**src/rtl/subservient_sram_pkg.sv**
```systemverilog
// Shared types for the subservient SRAM write-port arbiter.
//   arb_state_e     : session state (RUN, LOAD, HOLD)
//   owner_e         : which requester currently owns the SRAM write port
//   ARB_RESET_STATE : state entered on i_rst
package subservient_sram_pkg;

    typedef enum logic [1:0] {
        ST_RUN  = 2'd0,
        ST_LOAD = 2'd1,
        ST_HOLD = 2'd2
    } arb_state_e;

    typedef enum logic {
        OWN_CORE = 1'b0,
        OWN_DBG  = 1'b1
    } owner_e;

    localparam arb_state_e ARB_RESET_STATE = ST_HOLD;

endpackage

```
**src/rtl/sram_wr_skid.sv**
```systemverilog
// One-entry write skid register (valid, addr, data).
// Ports:
//   i_clk, i_rst        clock, synchronous active-high reset (empties the entry)
//   i_push              load i_addr/i_data, entry becomes valid (wins over pop)
//   i_pop               empty the entry
//   i_addr, i_data      write to capture
//   o_valid/o_addr/o_data  held entry
module sram_wr_skid #(
    parameter int AW = 9
) (
    input  logic          i_clk,
    input  logic          i_rst,
    input  logic          i_push,
    input  logic          i_pop,
    input  logic [AW-1:0] i_addr,
    input  logic [7:0]    i_data,
    output logic          o_valid,
    output logic [AW-1:0] o_addr,
    output logic [7:0]    o_data
);

    logic          valid_q;
    logic [AW-1:0] addr_q;
    logic [7:0]    data_q;

    always_ff @(posedge i_clk) begin
        if (i_rst) begin
            valid_q <= 1'b0;
            addr_q  <= '0;
            data_q  <= '0;
        end else if (i_push) begin
            valid_q <= 1'b1;
            addr_q  <= i_addr;
            data_q  <= i_data;
        end else if (i_pop) begin
            valid_q <= 1'b0;
        end
    end

    assign o_valid = valid_q;
    assign o_addr  = addr_q;
    assign o_data  = data_q;

endmodule

```
**src/rtl/subservient_sram_arbiter.sv**
```systemverilog
// SRAM write-port arbiter between the subservient core and the SPI RAM loader.
// Holds the core in reset during a load session, drains pending loader writes,
// then releases the core after HOLD_CYCLES.
// Optional feature macro: SRAM_ARB_CHECKSUM_EN adds o_checksum, the modulo-256
// sum of loader write data issued to the SRAM in the current/last session.
// Ports:
//   i_clk, i_rst                       clock, synchronous active-high reset
//   i_load_active                      loader session active (synchronised)
//   i_core_waddr/wdata/wen             core write request
//   i_dbg_waddr/wdata/wen              loader write request
//   o_sram_waddr/wdata/wen             registered SRAM write port
//   o_core_rst                         registered core reset
//   o_loading                          high in LOAD and HOLD
//   o_load_count                       loader writes accepted, saturates at 2**AW
//   o_checksum                         (SRAM_ARB_CHECKSUM_EN only)
module subservient_sram_arbiter
    import subservient_sram_pkg::*;
#(
    parameter int AW          = 9,
    parameter int HOLD_CYCLES = 16
) (
    input  logic          i_clk,
    input  logic          i_rst,
    input  logic          i_load_active,
    input  logic [AW-1:0] i_core_waddr,
    input  logic [7:0]    i_core_wdata,
    input  logic          i_core_wen,
    input  logic [AW-1:0] i_dbg_waddr,
    input  logic [7:0]    i_dbg_wdata,
    input  logic          i_dbg_wen,
    output logic [AW-1:0] o_sram_waddr,
    output logic [7:0]    o_sram_wdata,
    output logic          o_sram_wen,
    output logic          o_core_rst,
    output logic          o_loading,
    output logic [AW:0]   o_load_count
`ifdef SRAM_ARB_CHECKSUM_EN
    ,
    output logic [7:0]    o_checksum
`endif
);

    localparam int          CW        = (HOLD_CYCLES > 1) ? $clog2(HOLD_CYCLES) : 1;
    localparam logic [CW-1:0] HOLD_INIT = CW'(HOLD_CYCLES - 1);
    localparam logic [AW:0] LOAD_MAX  = {1'b1, {AW{1'b0}}};

    arb_state_e    state_q;
    logic [CW-1:0] cnt_q;
    logic          core_rst_q;
    logic          loading_q;
    logic          sram_wen_q;
    logic [AW-1:0] sram_waddr_q;
    logic [7:0]    sram_wdata_q;
    logic [AW:0]   load_count_q;

    owner_e        owner;
    logic          skid_push;
    logic          skid_pop;
    logic          skid_valid;
    logic [AW-1:0] skid_addr;
    logic [7:0]    skid_data;
    logic          issue_wen;
    logic [AW-1:0] issue_addr;
    logic [7:0]    issue_data;
    logic          dbg_accept;
    logic          dbg_issue;

    sram_wr_skid #(.AW(AW)) u_skid (
        .i_clk   (i_clk),
        .i_rst   (i_rst),
        .i_push  (skid_push),
        .i_pop   (skid_pop),
        .i_addr  (i_dbg_waddr),
        .i_data  (i_dbg_wdata),
        .o_valid (skid_valid),
        .o_addr  (skid_addr),
        .o_data  (skid_data)
    );

    // Port grant. In RUN the core owns the port; a loader write arriving on the
    // RUN->LOAD edge is parked in the skid so the core write of that cycle can
    // still issue. Once loader-owned, the skid drains first and an incoming
    // write that collides with it takes its place, so nothing is lost.
    always_comb begin
        owner      = (state_q == ST_RUN) ? OWN_CORE : OWN_DBG;
        skid_push  = 1'b0;
        skid_pop   = 1'b0;
        issue_wen  = 1'b0;
        issue_addr = i_core_waddr;
        issue_data = i_core_wdata;
        dbg_accept = 1'b0;
        dbg_issue  = 1'b0;
        if (owner == OWN_CORE) begin
            issue_wen = i_core_wen;
            if (i_load_active && i_dbg_wen) begin
                skid_push  = 1'b1;
                dbg_accept = 1'b1;
            end
        end else begin
            dbg_accept = i_dbg_wen;
            if (skid_valid) begin
                issue_wen  = 1'b1;
                issue_addr = skid_addr;
                issue_data = skid_data;
                dbg_issue  = 1'b1;
                skid_push  = i_dbg_wen;
                skid_pop   = !i_dbg_wen;
            end else if (i_dbg_wen) begin
                issue_wen  = 1'b1;
                issue_addr = i_dbg_waddr;
                issue_data = i_dbg_wdata;
                dbg_issue  = 1'b1;
            end
        end
    end

`ifdef SRAM_ARB_CHECKSUM_EN
    logic [7:0] checksum_q;
    assign o_checksum = checksum_q;
`endif

    always_ff @(posedge i_clk) begin
        if (i_rst) begin
            state_q      <= ARB_RESET_STATE;
            cnt_q        <= HOLD_INIT;
            core_rst_q   <= 1'b1;
            loading_q    <= 1'b1;
            sram_wen_q   <= 1'b0;
            sram_waddr_q <= '0;
            sram_wdata_q <= '0;
            load_count_q <= '0;
`ifdef SRAM_ARB_CHECKSUM_EN
            checksum_q   <= '0;
`endif
        end else begin
            sram_wen_q <= issue_wen;
            if (issue_wen) begin
                sram_waddr_q <= issue_addr;
                sram_wdata_q <= issue_data;
            end
            if (dbg_accept && (load_count_q != LOAD_MAX)) begin
                load_count_q <= load_count_q + 1'b1;
            end
`ifdef SRAM_ARB_CHECKSUM_EN
            if (dbg_issue) begin
                checksum_q <= checksum_q + issue_data;
            end
`endif
            // Session entries below override the running count/sum updates.
            case (state_q)
                ST_RUN: begin
                    if (i_load_active) begin
                        state_q      <= ST_LOAD;
                        core_rst_q   <= 1'b1;
                        loading_q    <= 1'b1;
                        load_count_q <= {{AW{1'b0}}, dbg_accept};
`ifdef SRAM_ARB_CHECKSUM_EN
                        checksum_q   <= '0;
`endif
                    end
                end
                ST_LOAD: begin
                    if (!i_load_active) begin
                        state_q <= ST_HOLD;
                        cnt_q   <= HOLD_INIT;
                    end
                end
                ST_HOLD: begin
                    if (i_load_active) begin
                        state_q      <= ST_LOAD;
                        load_count_q <= {{AW{1'b0}}, dbg_accept};
`ifdef SRAM_ARB_CHECKSUM_EN
                        checksum_q   <= dbg_issue ? issue_data : 8'h00;
`endif
                    end else if (cnt_q != '0) begin
                        cnt_q <= cnt_q - 1'b1;
                    end else if (!skid_valid) begin
                        state_q    <= ST_RUN;
                        core_rst_q <= 1'b0;
                        loading_q  <= 1'b0;
                    end
                end
                default: begin
                    state_q <= ARB_RESET_STATE;
                end
            endcase
        end
    end

    assign o_sram_waddr = sram_waddr_q;
    assign o_sram_wdata = sram_wdata_q;
    assign o_sram_wen   = sram_wen_q;
    assign o_core_rst   = core_rst_q;
    assign o_loading    = loading_q;
    assign o_load_count = load_count_q;

endmodule

```
**config.mk**
```make
export PLATFORM = sky130hd
export DESIGN_NAME = subservient_sram_arbiter
export DESIGN_NICKNAME = d
export VERILOG_FILES = /design/src/rtl/subservient_sram_pkg.sv /design/src/rtl/sram_wr_skid.sv /design/src/rtl/subservient_sram_arbiter.sv
export SDC_FILE = /design/constraint.sdc
export NUM_CORES = 1
export LEC_CHECK = 0
export ABC_AREA = 1
export BUFFER_PORTS_ARGS = -buffer_cell sky130_fd_sc_hd__buf_4
export CAP_MARGIN = 5
export CORE_MARGIN = 1
export CORE_UTILIZATION = 40
export DETAILED_ROUTE_END_ITERATION = 7
export PLACE_DENSITY = 0.63
export SETUP_SLACK_MARGIN = 0.3
export SLEW_MARGIN = 40
export SYNTH_ARGS = -nofsm -noshare
export SYNTH_HDL_FRONTEND = slang
export SYNTH_SLANG_ARGS = --single-unit
```
**constraint.sdc**
```tcl
create_clock -name i_clk -period 1.7 [get_ports i_clk]
set_clock_uncertainty 0.05 [all_clocks]
set_input_delay 0.17 -clock i_clk [delete_from_list [all_inputs] [get_ports i_clk]]
set_output_delay 0.17 -clock i_clk [all_outputs]
set_load 0.01 [all_outputs]
```
==> out/summary.txt, run 1 <==
CP max FO: 3
Synth Area per Inst: 7.21 sq um
Num CTS Buffers: 5
pre-CTS setup slack: 0.0856 ns
overall power: 0.00325 W
final setup margin: 0.247 ns
Routed Antenna Nets: 0
RSZ-0062 raised after global routing: true
relative slew slack: 0.770
layout cells sized above 1: 0.367
Post-synth ARST share: 0
Initial Util: 0.425
MaxCap Viol Count: 0
wire length per cell: 13.8 um
crit share post-route: 0.855
HP Start: i_dbg_waddr[6]
switch share: 0.307
Peak Freq: 0.688 GHz
via count of the routed design: 2,672
CTS tree: built
clock buffer depth: 2
status: finished clean
FF-to-FF End: o_load_count[3]$_SDFF_PP0_
GRT Overall Usage: 0.212
P&R area growth vs syn: 44.1%
# nets final: 493
most frequent cells in the layout: 86 x buf_4, 77 x nand2_1, 51 x nor2_1, 47 x dfxtp_1, 25 x inv_1
fin crit period: 1.45 ns
Mapped Cells: 357
critical path data arrival time: 1.61 ns
CTS clk-pin slew, worst paths: 0.10 ns
Clk pwr share: 0.284
startpoint type of the worst setup path: register
CP Capture Type: register
critical path class: reg -> reg
vias per cell: 5.07
Post-synth top flop: dfxtp_1
R2R setup slack: 0.25 ns
number of global-route vias before repair: 2,393
Clk Tree Root Cell: clkbuf_8
Crit path required time: 1.86 ns
Reg2Reg Depth: 10
Final setup viols: 0
Worst-Skew Late Latency: 0.32 ns
Post-synth EDFFs: 0
synth unique cells: 28
Hold Crit Depth: 3
Power Internal: 0.00225 W
register area share after synthesis: 0.412
first-pass GRT wire length: 10,800 um
Sw Pwr: 0.000996 W
placer's final routability congestion estimate: 0.785
worst hold endpoint: u_skid.o_addr[6]$_SDFFE_PP0P_
DP HPWL: 4780 um
Routed WL: 7300 um
setup TNS: 0 ns
# IOs: 69
Core Area: 0.00606 sq mm
Leak: 1.66 nW
worst min path class: in -> reg
Ys Warns: 0
row cnt: 28
DRT iter0 DRCs: 105
Inserted Diodes: 0
measured slew at the worst slew-check pin: 0.344 ns
Residual DRC: 0
Logic pwr share: 0.273
initial antenna violation count: 0
Die Ht: 82.2 um
IO Port Bufs: 68
Mapped Nets: 399
TritonRoute pass-1 iters: 4
commonest non-fill, non-tap cell in the layout: buf_4
Horiz. Die Dim: 82.2 um
#FFs+latches synth: 53
largest net degree at the start of global routing: 22
Clock Sinks: 53
final-report max-slew violation count: 0
P per Cell Area: 876 mW/mm^2
remaining global-route overflow: 0
RR Startpoint: o_load_count[0]$_SDFF_PP0_
CTS H-tree lvls: 2
Fin. Hold Viols: 0
post-synthesis instance area: 0.00257 sq mm
VDD IR max: 0.517 mV
sequential share of power: 0.443
hold slack: 0.0339 ns
Die Area: 0.00676 sq mm
## cells by family (layout without fill, tap and decap cells)
| family | count (synthesis) | in the layout | share of synthesized area |
|---|---|---|---|
| and+or+nand+nor | 157 | 160 | 0.261 |
| buffers and inverters | 45 | 136 | 0.0831 |
| AOI/OAI and AO/OA | 94 | 95 | 0.212 |
| xor gates and xnor gates | 5 | 5 | 0.0170 |
| adders and majority gates | 3 | 3 | 0.0146 |
| DFF | 53 | 53 | 0.412 |
## power by group through the flow
stage	registers, W	clock network [W]	logic [W]
2_1_floorplan	0.00148	0	0.000394
3_3_place_gp	0.00146	0	0.000677
3_5_place_dp	0.00146	0	0.000686
4_1_cts	0.00143	0.000937	0.000747
5_1_grt	0.00145	0.000982	0.000977
6_report	0.00144	0.000924	0.000886
## per-stage QoR
stage	util	instance area, sq um	cells
after global placement	0.520	3150	495
after detailed placement	0.520	3150	495
after floorplan	-	2580	357
after CTS	0.563	3410	514
final	0.612	3710	527
after global routing	0.612	3710	527
## routing by layer
layer,up-vias,routed length (um),GRT usage
li1,1372,-,-
met1,1229,3200,0.256
met2,61,3690,0.371
met3,10,317,0.0484
met4,0,91,0.0632
met5,-,0,0
## worst max-delay path: stages (launching register included)
cell and delay (ns):
dfxtp_2 0.35, inv_2 0.09, ha_4 0.13, inv_1 0.03, nor2_1 0.07, nand3_1 0.11
nor2_4 0.19, nor2_4 0.06, buf_4 0.14, nand2_1 0.06, a21oi_2 0.05
## sequential cells by signal, summed over array words and instances (netlist names)
name / count
o_sram_wen: 1
cnt_q: 4
o_load_count: 10
o_sram_waddr: 9
state_q: 2
o_sram_wdata: 8
o_loading: 1
u_skid.o_data: 8
u_skid.o_addr: 9
u_skid.o_valid: 1
## worst max-delay path by stage
stage / slack [ns] / end / cells past startpoint / startpoint
2_1_floorplan: 0.33 / o_load_count[2]$_SDFF_PP0_ / 8 / o_load_count[0]$_SDFF_PP0_
3_3_place_gp: 0.13 / u_skid.o_addr[2]$_SDFFE_PP0P_ / 5 / state_q[1]$_SDFFE_PP1P_
3_5_place_dp: 0.09 / u_skid.o_data[6]$_SDFFE_PP0P_ / 5 / state_q[1]$_SDFFE_PP1P_
4_1_cts: 0.27 / u_skid.o_addr[2]$_SDFFE_PP0P_ / 7 / state_q[1]$_SDFFE_PP1P_
6_report: 0.25 / o_load_count[3]$_SDFF_PP0_ / 10 / o_load_count[0]$_SDFF_PP0_
5_1_grt: 0.20 / o_load_count[3]$_SDFF_PP0_ / 10 / o_load_count[0]$_SDFF_PP0_
## synthesized netlist by cell type, types with 2 or more instances
| cell | count | share of area |
|---|---|---|
| o211ai_1 | 5 | 0.015 |
| o22ai_1 | 17 | 0.041 |
| inv_2 | 2 | 0.0029 |
| a21oi_1 | 18 | 0.035 |
| inv_4 | 2 | 0.0049 |
| ha_1 | 3 | 0.015 |
| clkbuf_1 | 4 | 0.0058 |
| buf_4 | 4 | 0.012 |
| a21oi_4 | 2 | 0.013 |
| nand2_1 | 82 | 0.12 |
| nand3_1 | 10 | 0.019 |
| nor2_8 | 2 | 0.016 |
| nor2_1 | 55 | 0.080 |
| o21ai_2 | 4 | 0.014 |
| dfxtp_1 | 53 | 0.41 |
| nand4_1 | 3 | 0.0073 |
| o21ai_0 | 46 | 0.089 |
| inv_1 | 28 | 0.041 |
| nor2_4 | 4 | 0.017 |
| xor2_1 | 5 | 0.017 |
## final cells by class
| cell class | count | area, sq um |
|---|---|---|
| Clock buffer | 6 | 82.6 |
| Clock inverter | 2 | 37.5 |
| Fill cell | 575 | 2350 |
| Inverter | 33 | 151 |
| Multi-Input combinational cell | 263 | 1500 |
| Sequential cell | 53 | 1080 |
| Tap cell | 75 | 93.8 |
| Timing Repair Buffer | 94 | 753 |
| Timing Repair inverter | 1 | 8.76 |
## repair_timing
action / 4_1_cts / 5_1_grt
gates cloned: 3 / 2
hold buffers: 0 / 0
endpoints found under the setup margin: 44 / 44
pin swaps: 6 / 17
setup buffers: 8 / 11
resized for setup: 18 / 70
endpoints found under the hold margin: 0 / 0
No activity file was read; power rests on OpenSTA's default activity.
==> run 2: changes to the inputs <==
- clock period: 1.7 -> 1.38 ns (I/O delays scaled with it)
==> run 2 against run 1 <==
  * The flow now finishes with violations (setup timing)
  * Critical path depth up 1
  * Worst setup slack lost 0.27 ns
  * Clock power rose by 17%
  * Sequential power up 22%
  * Sequential share of layout area is 1.8 points lower
  * Die area is the same
  * Via count is 4.8% higher
  * Power is 24% higher
  * Largest power group unchanged
==> out/summary.txt, run 2 (same netlist as run 1, synthesis figures left out) <==
critical path data arrival time: 1.55 ns
worst min path class: in -> reg
number of global-route vias before repair: 2,598
CTS tree: built
MaxCap Viol Count: 0
Clock Sinks: 53
Power Internal: 0.00278 W
first-pass GRT wire length: 11,600 um
# IOs: 69
Routed WL: 7580 um
launch point of the worst path: o_load_count[1]$_SDFF_PP0_
Sw Pwr: 0.00123 W
pre-CTS setup slack: -0.0614 ns
GRT Overall Usage: 0.222
layout cells sized above 1: 0.451
via count of the routed design: 2,799
violated checks: setup timing
Die Area: 0.00676 sq mm
HP Start: i_core_waddr[8]
P&R area growth vs syn: 56.0%
most frequent cells in the layout: 88 x buf_4, 71 x nand2_1, 43 x nor2_1, 38 x dfxtp_1
Inserted Diodes: 0
Logic pwr share: 0.291
CTS H-tree lvls: 2
Crit path required time: 1.54 ns
startpoint type of the worst setup path: register
vias per cell: 5.12
GR Util met3: 0.0429
DP HPWL: 4790 um
Worst-Skew Late Latency: 0.30 ns
sequential share of power: 0.439
CTS clk-pin slew, worst paths: 0.10 ns
TritonRoute pass-1 iters: 4
remaining global-route overflow: 0
RR Startpoint: o_load_count[1]$_SDFF_PP0_
critical path class: reg -> reg
crit share post-route: 1.01
relative slew slack: 0.813
measured slew at the worst slew-check pin: 0.279 ns
Core Area: 0.00606 sq mm
Clk pwr share: 0.270
row cnt: 28
Reg area: 0.00109 sq mm
Fin. Hold Viols: 0
met2 Use GR: 0.378
fill count: 522
Routed Antenna Nets: 0
wire length per cell: 13.9 um
Die Ht: 82.2 um
met1 GRT Util: 0.281
largest net degree at the start of global routing: 19
status: complete, but fails checks
switch share: 0.308
Initial Util: 0.425
initial antenna violation count: 0
CP max FO: 5
final-report max-slew violation count: 0
IO Port Bufs: 68
P per Cell Area: 999 mW/mm^2
Leak: 1.81 nW
Multi-input gate area: 0.00156 sq mm
max reg flops: 10
overall power: 0.00401 W
Residual DRC: 0
DRT iter0 DRCs: 106
Horiz. Die Dim: 82.2 um
RSZ-0062 raised after global routing: true
commonest non-fill, non-tap cell in the layout: buf_4
final setup margin: -0.0192 ns
clock buffer depth: 2
VDD IR max: 0.734 mV
hold slack: 0.0174 ns
CP Capture Type: register
Final setup viols: 8
placer's final routability congestion estimate: 0.788
Top Usage Layer GRT: met2
Peak Freq: 0.715 GHz
Clk Tree Root Cell: clkbuf_8
Num CTS Buffers: 5
# nets final: 513
fin crit period: 1.40 ns
-- run 2: cell types whose count changed in the layout (fill, tap and decap cells not counted), moves of 5 or more --
| cell | change |
|---|---|
| buf_6 | +17 |
| o22ai_2 | -6 |
| nand2_1 | -6 |
| inv_1 | -5 |
| o22ai_1 | +6 |
| dfxtp_1 | -9 |
| dfxtp_2 | +7 |
| nor2_1 | -8 |
| nor2_2 | +5 |
-- run 2: final cells by class --
| class | instances | area share |
|---|---|---|
| clock buffer | 6 | 0.0181 |
| multi-input combinational | 262 | 0.388 |
| tap | 75 | 0.0234 |
| timing repair buffer | 115 | 0.250 |
| clock inverter | 2 | 0.00966 |
| timing repair inverter | 1 | 0.00156 |
| inverter | 33 | 0.0371 |
| sequential | 53 | 0.273 |
-- run 2: per-stage QoR --
step | TNS [ns] | area, sq um | std cells | util
detailed placement | -0.150 | 3310 | 505 | 0.545
floorplan | 0 | 2650 | 357 | -
CTS | 0 | 3700 | 532 | 0.611
global route | -1.88 | 4020 | 547 | 0.663
global placement | -0.0249 | 3310 | 505 | 0.545
finish | -0.0623 | 4020 | 547 | 0.663
-- run 2: path summary, 6_finish.rpt --
check / endpoint / cells past startpoint / slack, ns
setup / recovery: o_load_count[2]$_SDFF_PP0_ / 11 / -0.02
hold / removal: o_sram_waddr[8]$_SDFFE_PP0P_ / 3 / 0.02
hold reg to reg: o_sram_wdata[2]$_SDFFE_PP0P_ / 2 / 0.41
setup reg to reg: o_load_count[2]$_SDFF_PP0_ / 11 / -0.02
-- run 2: repair_timing --
item                                   CTS  global route
buffers inserted                        15            14
gates resized for setup                 50            67
pin swaps                               21            17
cloned                                   4             1
hold buffers                             0             0
endpoints found under the hold margin    0             0
setup endpoints to repair               58            60
-- run 2: worst max-delay path, stage by stage (launching register included) --
cell     delay (ns)
dfxtp_4        0.38
inv_4          0.05
ha_4           0.12
inv_2          0.03
nor2_2         0.12
nand3_2        0.10
nor2_4         0.17
nor2_4         0.08
nand2_1        0.07
nand2_1        0.05
inv_1          0.05
nor2_1         0.03
-- run 2: power groups by stage --
stage	clock, W	sequential (W)	combinational (W)
after floorplan	0	0.00182	0.000507
after global placement	0	0.00179	0.000872
final	0.00108	0.00176	0.00117
after global routing	0.00117	0.00178	0.00128
after CTS	0.00109	0.00176	0.00100
after detailed placement	0	0.00180	0.000884
-- run 2: routing by layer --
layer	vias to the layer above	wire, um	part of all wire
li1	1406	-	-
met1	1313	3270	0.43
met2	74	3920	0.52
met3	6	321	0.042
met4	0	63	0.0083
met5	-	0	0
